## config.mk

```make
export PLATFORM = sky130hd
export DESIGN_NAME = dlatch_bank_ctrl
export DESIGN_NICKNAME = d
export VERILOG_FILES = /design/src/rtl/dlatch_ctrl_pkg.sv /design/src/rtl/dlatch_phase_timer.sv /design/src/rtl/dlatch_bank_ctrl.sv
export SDC_FILE = /design/constraint.sdc
export NUM_CORES = 1
export LEC_CHECK = 0
export ABC_CLOCK_PERIOD_IN_PS = 4100
export CAP_MARGIN = 20
export CORE_ASPECT_RATIO = 1.25
export CORE_MARGIN = 4
export CORE_UTILIZATION = 45
export CTS_BUF_LIST = sky130_fd_sc_hd__clkbuf_2 sky130_fd_sc_hd__clkbuf_4 sky130_fd_sc_hd__clkbuf_8
export DETAILED_ROUTE_END_ITERATION = 10
export HOLD_SLACK_MARGIN = 0.06
export PLACE_DENSITY_LB_ADDON = 0.1
export REMOVE_ABC_BUFFERS = 1
export SLEW_MARGIN = 5
export SYNTH_ARGS = -nofsm -noshare
export SYNTH_HDL_FRONTEND = slang
export SYNTH_HIERARCHICAL = 1
export SYNTH_SLANG_ARGS = --single-unit
```

## constraint.sdc

```tcl
create_clock -name clk -period 4.1 [get_ports clk]
set_clock_uncertainty 0.15 [all_clocks]
set_input_delay 1.23 -clock clk [delete_from_list [all_inputs] [get_ports clk]]
set_output_delay 1.23 -clock clk [all_outputs]
set_load 0.03 [all_outputs]
```

## src/rtl/dlatch_ctrl_pkg.sv

```systemverilog
// Shared types and default timing for the D-latch bank write controller.
// Imported by the RTL and by the bench.
package dlatch_ctrl_pkg;

    typedef enum logic [2:0] {
        IDLE  = 3'd0,
        SETUP = 3'd1,
        OPEN  = 3'd2,
        HOLD  = 3'd3,
        DONE  = 3'd4,
        FLUSH = 3'd5
    } ctrl_state_e;

    localparam int DEF_N_LATCH   = 8;
    localparam int DEF_DW        = 1;
    localparam int DEF_SETUP_CYC = 1;
    localparam int DEF_OPEN_CYC  = 2;
    localparam int DEF_HOLD_CYC  = 1;

    function automatic int max3(input int a, input int b, input int c);
        int m;
        m = (a > b) ? a : b;
        return (m > c) ? m : c;
    endfunction

endpackage

```

## src/rtl/dlatch_phase_timer.sv

```systemverilog
// Loadable down-counter shared by the setup, open and hold phases.
// tc is high while the count sits at zero, i.e. on the last cycle of a phase.
module dlatch_phase_timer #(
    parameter int CW = 2
) (
    input  logic          clk,
    input  logic          rst_n,
    input  logic          load,
    input  logic [CW-1:0] load_val,
    output logic          tc
);

    logic [CW-1:0] cnt_r;

    // Phase counter: reload on phase entry, otherwise count down to zero and stop
    always_ff @(posedge clk or negedge rst_n) begin
        if (!rst_n) begin
            cnt_r <= {CW{1'b0}};
        end else if (load) begin
            cnt_r <= load_val;
        end else if (cnt_r != {CW{1'b0}}) begin
            cnt_r <= cnt_r - {{(CW-1){1'b0}}, 1'b1};
        end else begin
            cnt_r <= cnt_r;
        end
    end

    assign tc = (cnt_r == {CW{1'b0}});

endmodule

```

## src/rtl/dlatch_bank_ctrl.sv

```systemverilog
// Write sequencer for a bank of level-sensitive D latches on a shared data bus:
// setup, one-hot enable pulse, hold; plus a flush that walks every latch.
module dlatch_bank_ctrl
    import dlatch_ctrl_pkg::*;
#(
    parameter int            N_LATCH   = DEF_N_LATCH,
    parameter int            DW        = DEF_DW,
    parameter int            SETUP_CYC = DEF_SETUP_CYC,
    parameter int            OPEN_CYC  = DEF_OPEN_CYC,
    parameter int            HOLD_CYC  = DEF_HOLD_CYC,
    parameter logic [DW-1:0] FLUSH_VAL = '0
) (
    input  logic                       clk,
    input  logic                       rst_n,
    input  logic                       req_valid,
    output logic                       req_ready,
    input  logic [$clog2(N_LATCH)-1:0] req_idx,
    input  logic [DW-1:0]              req_data,
    input  logic                       flush_req,
    output logic                       flush_busy,
    output logic [DW-1:0]              lat_d,
    output logic [N_LATCH-1:0]         lat_en,
    output logic                       done,
    output logic                       err
);

    localparam int IW = $clog2(N_LATCH);
    localparam int CW = $clog2(max3(SETUP_CYC, OPEN_CYC, HOLD_CYC) + 1);

    ctrl_state_e        state_r, nxt_state_s;
    logic [IW-1:0]      idx_r, nxt_idx_s;
    logic [DW-1:0]      lat_d_r, nxt_lat_d_s;
    logic [N_LATCH-1:0] lat_en_r, en_dec_s;
    logic               flush_r, nxt_flush_s;
    logic               ready_r, done_r, err_r, nxt_err_s;
    logic               tc_s, load_s, idx_ok_s, accept_s, flush_start_s, req_ready_s;
    logic [CW-1:0]      load_val_s;

    // Flush must win over a simultaneous request, so ready is gated combinationally.
    assign req_ready_s   = ready_r & ~flush_req;
    assign accept_s      = req_valid & req_ready_s;
    assign flush_start_s = ready_r & flush_req;
    assign idx_ok_s      = ({1'b0, req_idx} < (IW+1)'(N_LATCH));

    // Next-state, index and data selection
    always_comb begin
        nxt_state_s = state_r;
        nxt_idx_s   = idx_r;
        nxt_lat_d_s = lat_d_r;
        nxt_flush_s = flush_r;
        nxt_err_s   = 1'b0;
        case (state_r)
            IDLE: begin
                if (flush_start_s) begin
                    nxt_flush_s = 1'b1;
                    nxt_idx_s   = {IW{1'b0}};
                    nxt_lat_d_s = FLUSH_VAL;
                    nxt_state_s = SETUP;
                end else if (accept_s) begin
                    if (idx_ok_s) begin
                        nxt_flush_s = 1'b0;
                        nxt_idx_s   = req_idx;
                        nxt_lat_d_s = req_data;
                        nxt_state_s = SETUP;
                    end else begin
                        nxt_err_s   = 1'b1;
                    end
                end else begin
                    nxt_state_s = IDLE;
                end
            end
            SETUP: begin
                if (tc_s) nxt_state_s = OPEN;
                else      nxt_state_s = SETUP;
            end
            OPEN: begin
                if (tc_s) nxt_state_s = HOLD;
                else      nxt_state_s = OPEN;
            end
            HOLD: begin
                if (tc_s) begin
                    if (flush_r && (idx_r != IW'(N_LATCH - 1))) begin
                        nxt_idx_s   = idx_r + {{(IW-1){1'b0}}, 1'b1};
                        nxt_state_s = SETUP;
                    end else begin
                        nxt_state_s = DONE;
                    end
                end else begin
                    nxt_state_s = HOLD;
                end
            end
            DONE: begin
                nxt_flush_s = 1'b0;
                nxt_state_s = IDLE;
            end
            default: begin
                nxt_flush_s = 1'b0;
                nxt_state_s = IDLE;
            end
        endcase
    end

    // Phase length for the state being entered; any state change reloads the timer
    always_comb begin
        load_s = (nxt_state_s != state_r);
        case (nxt_state_s)
            SETUP:   load_val_s = CW'(SETUP_CYC - 1);
            OPEN:    load_val_s = CW'(OPEN_CYC - 1);
            HOLD:    load_val_s = CW'(HOLD_CYC - 1);
            default: load_val_s = {CW{1'b0}};
        endcase
    end

    // One-hot decode of the selected latch
    always_comb begin
        en_dec_s = {N_LATCH{1'b0}};
        for (int i = 0; i < N_LATCH; i++) begin
            en_dec_s[i] = (idx_r == IW'(i));
        end
    end

    dlatch_phase_timer #(.CW(CW)) u_timer (
        .clk      (clk),
        .rst_n    (rst_n),
        .load     (load_s),
        .load_val (load_val_s),
        .tc       (tc_s)
    );

    // State and registered outputs; outputs follow the state being entered so they
    // line up with it. lat_d only moves on entry to SETUP, when every enable is low.
    always_ff @(posedge clk or negedge rst_n) begin
        if (!rst_n) begin
            state_r  <= IDLE;
            idx_r    <= {IW{1'b0}};
            flush_r  <= 1'b0;
            ready_r  <= 1'b0;
            lat_d_r  <= {DW{1'b0}};
            lat_en_r <= {N_LATCH{1'b0}};
            done_r   <= 1'b0;
            err_r    <= 1'b0;
        end else begin
            state_r  <= nxt_state_s;
            idx_r    <= nxt_idx_s;
            flush_r  <= nxt_flush_s;
            ready_r  <= (nxt_state_s == IDLE);
            lat_d_r  <= nxt_lat_d_s;
            lat_en_r <= (nxt_state_s == OPEN) ? en_dec_s : {N_LATCH{1'b0}};
            done_r   <= (nxt_state_s == DONE);
            err_r    <= nxt_err_s;
        end
    end

    assign req_ready  = req_ready_s;
    assign flush_busy = flush_r;
    assign lat_d      = lat_d_r;
    assign lat_en     = lat_en_r;
    assign done       = done_r;
    assign err        = err_r;

endmodule

```

==> key figures <==
Route
  • Top sig layer: met4
  • Metal1 wirelength: 745 um
  • WL met3: 90 um
  • Vias per Instance: 4.86
  • DRT Pass-1 Iters: 4
  • Detail Route Antenna Nets: 0
  • Routed length on met2: 879 um
  • WL per Instance: 12.1 um
  • DRC: 0
  • Drt initial violations: 11
  • Post-Route WL: 1730 um
  • Vias: 695

Final layout
  • Fin nets: 130
  • Commonest non-fill, non-tap cells in the layout: dfrtp_1, clkdlybuf4s50_1, nor2_1
  • Antenna Diode Count: 0
  • Area Growth Syn to Fin: 21.9%
  • Design area: 1240 um^2
  • Commonest non-fill, non-tap cell in the layout: dfrtp_1
  • Ratio of cells with drive above 1 in the final layout: 10.6%

STA
  • Slew at the pin closest to its max-slew limit: 853 ps
  • Fin Hold WS: 409 ps
  • Final number of max-transition violations: 0
  • Final setup margin: 206 ps
  • Upper clock frequency limit: 257 MHz
  • Final Hold Viols: 0
  • Slew HR: 42.9%
  • Tcrit/Tclk final: 95.0%
  • RSZ-0062 raised after global routing: no
  • Final setup violation count: 0
  • Fin crit period: 3890 ps
  • Setup TNS: 0 ps

Floorplan
  • Die ar.: 3080 um^2
  • Std-Cell Rows: 18
  • Die W: 50.5 um
  • Placeable core region: 2070 um^2
  • I/O Pins: 21
  • DIE HEIGHT: 61.1 um
  • Initial core utilization: 49.0%

Setup path
  • Critical Path End Type: output port
  • Most common cell on crit path: clkdlybuf4s50_1
  • WP data arrival: 2510 ps
  • Crit-path slowest cell: clkdlybuf4s50_1
  • WS Path Type: in -> out
  • Cells along the critical path: clkdlybuf4s50_1 -> nor2b_1 -> clkdlybuf4s50_1
  • Nature of the critical path startpoint: primary input
  • CP peak stage delay: 690 ps
  • Crit Path Max Fanout: 4
  • Worst path required time: 2720 ps

Placed design
  • Gpl congestion: 0.757
  • Port bufs: 19
  • Placed inst area: 1210 um^2
  • Final HPWL DP: 1350 um
  • Pre-CTS setup slack: 203 ps

Clock tree
  • CTS buffer count: 3
  • Clk_lat worst skew: 290 ps
  • CTS Sinks: 20
  • CTS tree: yes
  • CTS Hold Bufs: 0
  • Reg clk slew, reported paths: 100 ps
  • Max Buffers Root-to-Sink: 2
  • Post-CTS sizing: 0
  • Clock Tree Root: clkbuf_4
  • Postcts setup bufs: 0
  • H-tree Lvls: 1

Logic synthesis
  • EDFF count, synth: 0
  • Yosys cell types: 32
  • Number of synthesis warnings: 6
  • Avg Inst Size Synth: 10.8 um^2
  • Seq cells post-synth: 20
  • Synth Instances: 94
  • Post-synth ARST share: 100%
  • Register area share after synthesis: 49.3%
  • Cell area after synthesis: 1010 um^2
  • Main flop type after synthesis: dfrtp_1

GRT
  • Initial antenna violation count: 0
  • Largest net degree at the start of global routing: 21
  • Gr usage total: 13.8%
  • Grt ovf: 0
  • First-pass GRT wire length: 3110 um
  • Number of global-route vias before repair: 716

Job
  • Max Cap Violations: 0

Power
  • Peak supply drop: 0.000385 V
  • Pwr/cell area: 699 nW/um^2
  • Leak: 0.617 nW

Status
  • Status: finished clean

Min path
  • Hold Crit Class: reg -> reg
layer usage:
layer | GRT usage, % | vias to the layer above
met5 | 0 | -
met4 | 8.08 | 0
met3 | 2.66 | 2
met2 | 24.3 | 12
met1 | 15.8 | 329
li1 | - | 352
Yosys cell counts (3+ instances only):
cell type | n | area (um^2)
and2_1 | 4 | 25.0
and3_1 | 4 | 25.0
dfrtp_1 | 20 | 500
ha_1 | 7 | 87.6
inv_1 | 7 | 26.3
nand2_1 | 6 | 22.5
nor2_1 | 9 | 33.8
o21ai_0 | 4 | 20.0
o22a_2 | 3 | 30.0
critical path: cells and delay by family:
family                 cells  cell delay [ps]
buffers and inverters      2             1150
and+or+nand+nor            1              140
state kept, by name, indices dropped and copies added (netlist names):
| name | count |
|---|---|
| lat_en | 8 |
| idx_r | 3 |
| state_r | 3 |
| u_timer/cnt_r | 2 |
| done | 1 |
| flush_busy | 1 |
| lat_d | 1 |
| ready_r | 1 |
worst paths after layout:
path	depth (start not counted)	endpoint	slack [ps]	startpoint
min in group asynchronous	1	lat_d$_DFFE_PN0P_	1270	rst_n
max in group asynchronous	1	idx_r[0]$_DFFE_PN0P_	2010	rst_n
hold / removal	2	lat_d$_DFFE_PN0P_	410	lat_d$_DFFE_PN0P_
setup reg to reg	6	lat_en[4]$_DFF_PN0_	2160	u_timer/cnt_r[0]$_DFFE_PN0P_
hold reg to reg	2	lat_d$_DFFE_PN0P_	410	lat_d$_DFFE_PN0P_
setup / recovery	3	req_ready	210	flush_req
logic make-up (layout without fill, tap and decap cells):
kind of cell	after synthesis	count (layout)	share of synthesized area, %
compound gates	18	18	14.4
xor+xnor	2	2	1.73
fa+ha+maj	7	7	8.63
buf+inv	11	29	5.67
flops	20	20	49.3
mux	1	1	0.986
other cells	1	2	0.370
simple gates	34	34	18.9
per-stage QoR:
| step | std cells | total power [mW] | util, % |
|---|---|---|---|
| finish | 143 | 0.864 | 59.7 |
| floorplan | 91 | 0.650 | - |
| global placement | 140 | 0.775 | 58.6 |
| CTS | 143 | 0.877 | 59.7 |
| global route | 143 | 0.952 | 59.7 |
| detailed placement | 140 | 0.787 | 58.6 |
power breakdown:
part | internal [mW] | switching [mW] | total (mW) | leakage [nW]
clock | 0.0341 | 0.0545 | 0.0886 | 0.0138
combinational | 0.205 | 0.242 | 0.447 | 0.346
sequential | 0.266 | 0.0630 | 0.329 | 0.257
total | 0.505 | 0.359 | 0.864 | 0.617
cell type report:
type	count	area (um^2)
Timing Repair Buffer	19	190
Tap cell	30	37.5
Inverter	7	26.3
Sequential cell	20	500
Fill cell	203	835
Multi-Input combinational cell	64	460
Clock buffer	3	22.5
No activity file was read; power rests on OpenSTA's default activity.
